**src/rtl/dma_copy_engine.sv**
```systemverilog
// dma_copy_engine: word-granular block-copy master for the openMSP430 DMA
// slave port. Each word is one read access followed by one write access.
// Bus errors and abort requests end the copy at a word boundary; completion
// is reported by a single-cycle done pulse with sticky status flags.
//
// Bus handshake: the engine raises dma_en together with dma_addr, dma_we and
// dma_din, and holds all of them unchanged until a cycle in which dma_ready
// is high; that cycle is the acceptance. dma_dout and dma_resp are sampled
// exactly one cycle after acceptance, when dma_en is already low again. An
// issued request is never withdrawn except by puc_rst.
module dma_copy_engine #(
    parameter int   LEN_W    = 8,
    parameter logic PRIORITY = 1'b0
) (
    input  logic             mclk,
    input  logic             puc_rst,
    input  logic             start,
    input  logic [15:0]      src_addr,
    input  logic [15:0]      dst_addr,
    input  logic [LEN_W-1:0] len,
    input  logic             abort,
    output logic [14:0]      dma_addr,
    output logic [15:0]      dma_din,
    output logic             dma_en,
    output logic [1:0]       dma_we,
    output logic             dma_priority,
    output logic             dma_wkup,
    input  logic             dma_ready,
    input  logic [15:0]      dma_dout,
    input  logic             dma_resp,
    output logic             busy,
    output logic             done,
    output logic             error,
    output logic             aborted,
    output logic [LEN_W-1:0] words_done
);

    typedef enum logic [2:0] {
        S_IDLE   = 3'd0,
        S_RD_REQ = 3'd1,
        S_RD_RSP = 3'd2,
        S_WR_REQ = 3'd3,
        S_WR_RSP = 3'd4,
        S_FIN    = 3'd5
    } state_t;

    state_t state_q;
    state_t state_d;

    // Addresses are kept as word addresses; the byte-address LSB never
    // reaches the bus, and a 15-bit increment wraps 0xFFFE to 0x0000.
    logic [14:0]      cur_src_q;
    logic [14:0]      cur_dst_q;
    logic [15:0]      buf_q;
    logic [LEN_W-1:0] len_q;
    logic [LEN_W-1:0] words_q;
    logic             error_q;
    logic             aborted_q;
    logic             abort_lat_q;

    // Control strobes produced by the next-state logic.
    logic             load;
    logic             capture;
    logic             word_ok;
    logic             set_error;
    logic             set_aborted;

    // Count of completed writes including the one finishing right now;
    // one bit wider so the comparison with len never overflows.
    logic [LEN_W:0]   words_inc;

    // Byte-address LSBs are deliberately ignored.
    logic             unused_addr_lsb;
    assign unused_addr_lsb = src_addr[0] ^ dst_addr[0];

    assign words_inc = {1'b0, words_q} + {{LEN_W{1'b0}}, 1'b1};

    // State register.
    always_ff @(posedge mclk or posedge puc_rst) begin
        if (puc_rst) begin
            state_q <= S_IDLE;
        end else begin
            state_q <= state_d;
        end
    end

    // Next-state logic and datapath strobes.
    always_comb begin
        state_d     = state_q;
        load        = 1'b0;
        capture     = 1'b0;
        word_ok     = 1'b0;
        set_error   = 1'b0;
        set_aborted = 1'b0;
        case (state_q)
            S_IDLE: begin
                if (start) begin
                    load = 1'b1;
                    if (len == '0) begin
                        state_d = S_FIN;
                    end else begin
                        state_d = S_RD_REQ;
                    end
                end
            end
            S_RD_REQ: begin
                if (dma_ready) begin
                    state_d = S_RD_RSP;
                end
            end
            S_RD_RSP: begin
                capture = 1'b1;
                if (dma_resp) begin
                    set_error = 1'b1;
                    state_d   = S_FIN;
                end else if (abort_lat_q) begin
                    set_aborted = 1'b1;
                    state_d     = S_FIN;
                end else begin
                    state_d = S_WR_REQ;
                end
            end
            S_WR_REQ: begin
                if (dma_ready) begin
                    state_d = S_WR_RSP;
                end
            end
            S_WR_RSP: begin
                if (dma_resp) begin
                    // A failed write does not count as a completed word.
                    set_error = 1'b1;
                    state_d   = S_FIN;
                end else begin
                    word_ok = 1'b1;
                    // Completion wins over a pending abort on the last word.
                    if (words_inc == {1'b0, len_q}) begin
                        state_d = S_FIN;
                    end else if (abort_lat_q) begin
                        set_aborted = 1'b1;
                        state_d     = S_FIN;
                    end else begin
                        state_d = S_RD_REQ;
                    end
                end
            end
            S_FIN: begin
                state_d = S_IDLE;
            end
            default: begin
                state_d = S_IDLE;
            end
        endcase
    end

    // Transfer parameters: latched on an accepted start, advanced per word.
    always_ff @(posedge mclk or posedge puc_rst) begin
        if (puc_rst) begin
            cur_src_q <= '0;
            cur_dst_q <= '0;
            len_q     <= '0;
        end else if (load) begin
            cur_src_q <= src_addr[15:1];
            cur_dst_q <= dst_addr[15:1];
            len_q     <= len;
        end else if (word_ok) begin
            cur_src_q <= cur_src_q + 15'd1;
            cur_dst_q <= cur_dst_q + 15'd1;
        end
    end

    // Read data buffer, filled in the read response cycle.
    always_ff @(posedge mclk or posedge puc_rst) begin
        if (puc_rst) begin
            buf_q <= '0;
        end else if (capture) begin
            buf_q <= dma_dout;
        end
    end

    // Progress counter and sticky status, cleared by an accepted start.
    always_ff @(posedge mclk or posedge puc_rst) begin
        if (puc_rst) begin
            words_q   <= '0;
            error_q   <= 1'b0;
            aborted_q <= 1'b0;
        end else if (load) begin
            words_q   <= '0;
            error_q   <= 1'b0;
            aborted_q <= 1'b0;
        end else begin
            if (word_ok) begin
                words_q <= words_inc[LEN_W-1:0];
            end
            if (set_error) begin
                error_q <= 1'b1;
            end
            if (set_aborted) begin
                aborted_q <= 1'b1;
            end
        end
    end

    // Abort latch: remembers an abort request until the next word boundary.
    always_ff @(posedge mclk or posedge puc_rst) begin
        if (puc_rst) begin
            abort_lat_q <= 1'b0;
        end else if (load) begin
            abort_lat_q <= 1'b0;
        end else if (abort && (state_q != S_IDLE)) begin
            abort_lat_q <= 1'b1;
        end
    end

    // Bus outputs decoded from the state so reset drops them at once.
    always_comb begin
        dma_en   = 1'b0;
        dma_we   = 2'b00;
        dma_addr = '0;
        dma_din  = '0;
        case (state_q)
            S_RD_REQ: begin
                dma_en   = 1'b1;
                dma_addr = cur_src_q;
            end
            S_WR_REQ: begin
                dma_en   = 1'b1;
                dma_we   = 2'b11;
                dma_addr = cur_dst_q;
                dma_din  = buf_q;
            end
            default: begin
                dma_en = 1'b0;
            end
        endcase
    end

    assign dma_priority = PRIORITY;
    assign dma_wkup     = dma_en;
    assign busy         = (state_q != S_IDLE);
    assign done         = (state_q == S_FIN);
    assign error        = error_q;
    assign aborted      = aborted_q;
    assign words_done   = words_q;

endmodule

```
**config.mk**
```make
export PLATFORM = sky130hd
export DESIGN_NAME = dma_copy_engine
export DESIGN_NICKNAME = d
export VERILOG_FILES = /design/src/rtl/dma_copy_engine.sv
export SDC_FILE = /design/constraint.sdc
export NUM_CORES = 1
export LEC_CHECK = 0
export BUFFER_PORTS_ARGS = -buffer_cell sky130_fd_sc_hd__buf_4
export CAP_MARGIN = 0
export CORE_ASPECT_RATIO = 1.1
export CORE_MARGIN = 2
export CORE_UTILIZATION = 45
export CTS_CLUSTER_DIAMETER = 60
export CTS_CLUSTER_SIZE = 12
export DETAILED_ROUTE_END_ITERATION = 8
export HOLD_SLACK_MARGIN = 0.08
export PLACE_DENSITY = 0.73
export REMOVE_ABC_BUFFERS = 1
export SYNTH_ARGS = -nofsm -noshare
export SYNTH_HDL_FRONTEND = slang
export SYNTH_SLANG_ARGS = --single-unit
```
**constraint.sdc**
```tcl
create_clock -name mclk -period 1.9 [get_ports mclk]
set_input_delay 0.19 -clock mclk [delete_from_list [all_inputs] [get_ports mclk]]
set_output_delay 0.19 -clock mclk [all_outputs]
set_load 0.03 [all_outputs]
```
# After elaboration in Yosys (flattened, before gate mapping)
# Index checks and enable logic that the tools add are counted.
# word_totals
regBits,68
latch_bits,0
ram_bits,0
rom_bits,0
inputBits,62
memories,0
# op_classes
addsub,3
multipliers,0
div,0
order_cmp,0
eq_ne,9
n_shift,0
muxes,38
bitwise_logic,0
n_reduce_logical,11
# op_table
op,n
$mux W15,4
$add A15 B1 Y15 const B,2
$pmux W15 S2,1
$mux W3,9
$mux W1,18
$mux W16,1
$mux W8,2
$pmux W3 S5,1
$add A8 B1 Y9 const B,1
$eq A9 B8 Y1,1
$logic_not A8 Y1,1
$reduce_bool A2 Y1,4
$eq A3 B2 Y1 const B,2
$eq A3 B3 Y1 const B,2
$ne A2 B2 Y1 const B,3
$reduce_or A2 Y1,2
$eq A3 B1 Y1 const B,1
$logic_not A3 Y1,1
$reduce_and A3 Y1,1
$reduce_bool A3 Y1,1
$mux W2,1
$pmux W1 S2,1
$logic_and A1 B1 Y1,1

# Longest topological paths before layout
# logic_depth
depth_word,7
ltp_mapped,8
mapped_depth_nobuf,6

# Worst setup path before layout
# No wires, ideal clock.
# synth_timing
path_kind,reg-to-reg
startpoint,register words_q[0] (netlist: words_done[0])
endpoint,register state_q[2]
setup_time_ns,0.087
t_arrival_ns,2.140
t_required_ns,1.813
path_slack_ns,-0.327
stages_incl_launch_ff,7
period_less_slack_ns,2.227
path_cell_list,dfrtp_1 > ha_1 > nand3_2 > xor2_1 > o221ai_1 > or4_1 > a211oi_2
# synth_via
elab_chain_len,5
# synth_rtl
item,line,rtl
"start, declared",56,logic [LEN_W-1:0] words_q;
"start signal, assigned",192,words_q <= words_inc[LEN_W-1:0];
$add A8 B1 Y9,76,"assign words_inc = {1'b0, words_q} + {{LEN_W{1'b0}}, 1'b1};"
$eq A9 B8 Y1,136,"if (words_inc == {1'b0, len_q}) begin"
$mux W3,136,
$mux W3,129,if (dma_resp) begin
$pmux W3 S5,95,case (state_q)
"end signal, assigned",83,state_q <= state_d;
"end, declared",47,state_t state_q;
# No other way between the ends.
# A chain may end at the register's enable or synchronous reset.

# Worst setup path after layout
# layout_timing
startpoint,register words_q[1] (netlist: words_done[1])
endpoint,register state_q[2]
# The elaborated chain is that of the path after synthesis.

==> flow_metrics.py <==
metrics = {
    "outcome": {
        "status": "complete, no violations",
    },
    "cts": {
        "cts_buffer_depth": 2,
        "worstSkewPairLatency_ns": 0.35,
        "clock-sinks": 68,
        "numCtsBuffers": 9,
        "clkTransAtPathRegs_ns": 0.08,
        "cts_tree": "yes",
        "cts_root_buffer": "clkbuf_8",
        "htreeDepth": 3,
    },
    "cells_and_area": {
        "area_growth_syn_to_layout_pct": 46.9,
        "diodes": 0,
        "fill_cells": 688,
        "fin_area_um2": 5650,
        "stdcell_count": 699,
        "drive_above_1_share_pct": 32.8,
        "layout.nets": 648,
    },
    "synthesis": {
        "synthTopCellsByArea": "dfrtp_1 44%, nand2_1 6.4%, mux2_2 4.7%, nor2_1 4.5%, mux2i_1 3.9%",
        "synth_warnings": 0,
        "ys_seq_area_share_pct": 44.3,
        "netlist_area_um2": 3840,
        "yosys.area.top_type": "dfrtp_1",
        "syn_inst": 419,
        "avgSynthCellArea_um2": 9.17,
        "yosysMostFrequentCell": "dfrtp_1",
        "yosysUniqueCellTypes": 51,
        "async_flop_share_pct": 100,
        "synth-edff-count": 0,
        "ys_top_cells_by_count": "68 x dfrtp_1, 66 x nand2_1, 46 x nor2_1, 29 x o21ai_0, 20 x and2_1",
        "synth_top_area_share_pct": 44.3,
        "ys_seq_elements": 68,
        "synth-main-ff-cell": "dfrtp_1",
    },
    "timing": {
        "finalClockSkew_ns": 0.0117,
        "drv_slew": 0,
        "hold_violations": 0,
        "grt_setup_unrepaired": "true",
        "min_period_ns": 1.87,
        "setup_violations": 0,
        "fin_crit_sh_pct": 98.5,
        "max_freq_ghz": 0.534,
    },
    "critical_path": {
        "cpPeakStageDelay_ns": 0.55,
        "r2r-start": "words_done[1]",
        "crit_chain": "ha_2 > nand3_2 > xor2_2 > a21o_1 > or4_4 > a211oi_2",
        "start_kind": "register",
        "cp-end-kind": "register",
        "critPathArrivalTime_ns": 2.13,
        "path_delay_family": "simple AND/OR/NAND/NOR gates",
        "reg2regPathDepth": 6,
        "worstPathRequired_ns": 2.16,
        "cp_num_cells": 6,
        "crit_buf_inv": 0,
        "worstPathMaxFanout": 3,
        "startpoint": "words_done[1]",
        "path_class": "reg2reg",
        "cp_slowest_cell": "or4_4",
    },
    "pwr": {
        "power.switching_mw": 3.59,
        "ir_drop_mv": 0.867,
        "p_int_mw": 4.71,
        "p_comb_share_pct": 53.6,
        "powerDensity_nw_per_um2": 1470,
        "sw_frac_of_total_pct": 43.2,
        "p_clk_share_pct": 14.4,
        "p_leak_nw": 2.55,
        "seq_power_share_pct": 32.0,
        "p_total_mw": 8.29,
    },
    "grt": {
        "grt_usage_pct": 22.3,
        "grt_pass1_wl_um": 16700,
        "gr-total-overflow": 0,
        "first_global_vias": 3660,
        "grt_start_max_net_pins": 69,
        "antenna_found_initial": 0,
    },
    "min_path": {
        "worstHoldPathType": "in2reg",
        "whs_path_depth": 3,
        "min_from": "abort",
    },
    "place": {
        "gp_congestion": 0.905,
        "dpl_cell_area_um2": 4890,
        "dpl.hpwl_um": 6890,
        "dp.cells": 637,
        "io_buffers": 106,
    },
    "die": {
        "io_pins": 110,
        "die_y_um": 101,
        "die_area_um2": 9300,
        "die_w_um": 92.1,
        "coreArea_um2": 8320,
        "start_util_pct": 46.2,
        "rows": 35,
    },
    "route": {
        "first_pass_iters": 6,
        "vias": 3713,
        "wl_um": 10300,
        "drc": 0,
        "ant_nets": 0,
        "drt-initial-drc-count": 159,
        "wl_per_cell_um": 14.7,
        "avgViaCountPerCell": 5.31,
    },
    "run": {
        "cap_viol_max_count": 0,
    },
}
[logic make-up (layout without fill, tap and decap cells)]
family                     after synthesis  after routing  share of synthesized area, %
AOI/OAI and AO/OA                       72             72                          11.9
xor gates and xnor gates                28             28                          6.38
adders and majority gates                3              3                         0.977
buffers and inverters                   31            200                          4.00
DFF                                     68             68                          44.3
muxes                                   31             31                          8.59
other                                    1              1                        0.0976
and+or+nand+nor                        185            185                          23.8
[sequential cells by signal, summed over array words and instances, names as in the netlist]
| register | count |
|---|---|
| cur_dst_q | 15 |
| cur_src_q | 15 |
| state_q | 3 |
| abort_lat_q | 1 |
| error | 1 |
| words_done | 8 |
| buf_q | 16 |
| len_q | 8 |
| aborted | 1 |
[through the flow]
step	worst slack (ns)	util, %	TNS, ns	hold WS [ns]
floorplan	-1.92	-	-93.75	0.295
global route	-0.0423	67.8	-0.0972	0.0845
global placement	-0.0133	58.8	-0.0133	0.305
finish	0.0288	67.8	0	0.0868
detailed placement	-0.0596	58.8	-0.127	0.303
CTS	0.000438	66.9	0	0.0801
[power by group through the flow]
stage          Sequential (mW)  Combinational [mW]  Clock, mW
3_3_place_gp              2.63                4.08          0
5_1_grt                   2.75                4.85       1.28
3_5_place_dp              2.65                4.16          0
4_1_cts                   2.64                4.32       1.21
2_1_floorplan             2.69                2.58          0
6_report                  2.65                4.45       1.19
[worst reg2reg max path, stage by stage, from the launching register on]
cell	delay, ns
dfrtp_1	0.36
ha_2	0.19
nand3_2	0.09
xor2_2	0.19
a21o_1	0.20
or4_4	0.55
a211oi_2	0.21
[placed cells by master, fill, tap and decap left out, types with 14 or more instances in the layout]
cell	n
mux2i_1	15
nand2_1	66
and2_1	17
dlygate4sd3_1	44
o21ai_0	29
dfrtp_1	66
nor2_1	44
mux2_2	16
xnor2_1	14
buf_4	123
[what timing repair did]
action,in CTS,in global routing
hold buffers,44,0
pin swaps,0,3
hold endpoints to repair,111,0
setup endpoints to repair,38,26
setup buffers,1,1
resized for setup,9,19
[routing by layer]
metal | vias up | part of all wire (%) | GRT usage (%)
met5 | - | 0 | 0
met4 | 0 | 1.9 | 9.30
met3 | 18 | 4.6 | 3.44
met2 | 128 | 51 | 37.7
met1 | 1782 | 43 | 28.8
li1 | 1785 | - | -
[layout make-up]
| class | count | area (um^2) | share of cell area [%] |
|---|---|---|---|
| well taps | 111 | 139 | 2.46 |
| flip-flops and latches | 68 | 1700 | 30.2 |
| clock buffers | 10 | 128 | 2.26 |
| multi-input cells | 320 | 2060 | 36.5 |
| repair buffers | 179 | 1530 | 27.0 |
| clock inverters | 6 | 63.8 | 1.13 |
| inverters | 5 | 22.5 | 0.399 |
[path summary, 6_finish.rpt]
kind / end / slack (ns)
worst max-delay path: state_q[2] / 0.03
worst min-delay path: abort_lat_q / 0.09
worst max register to register: state_q[2] / 0.03
worst min register to register: cur_src_q[14] / 0.50
max in group asynchronous: words_done[2] / 1.12
min in group asynchronous: buf_q[3] / 0.48
Power figures use the tool's default switching activity.
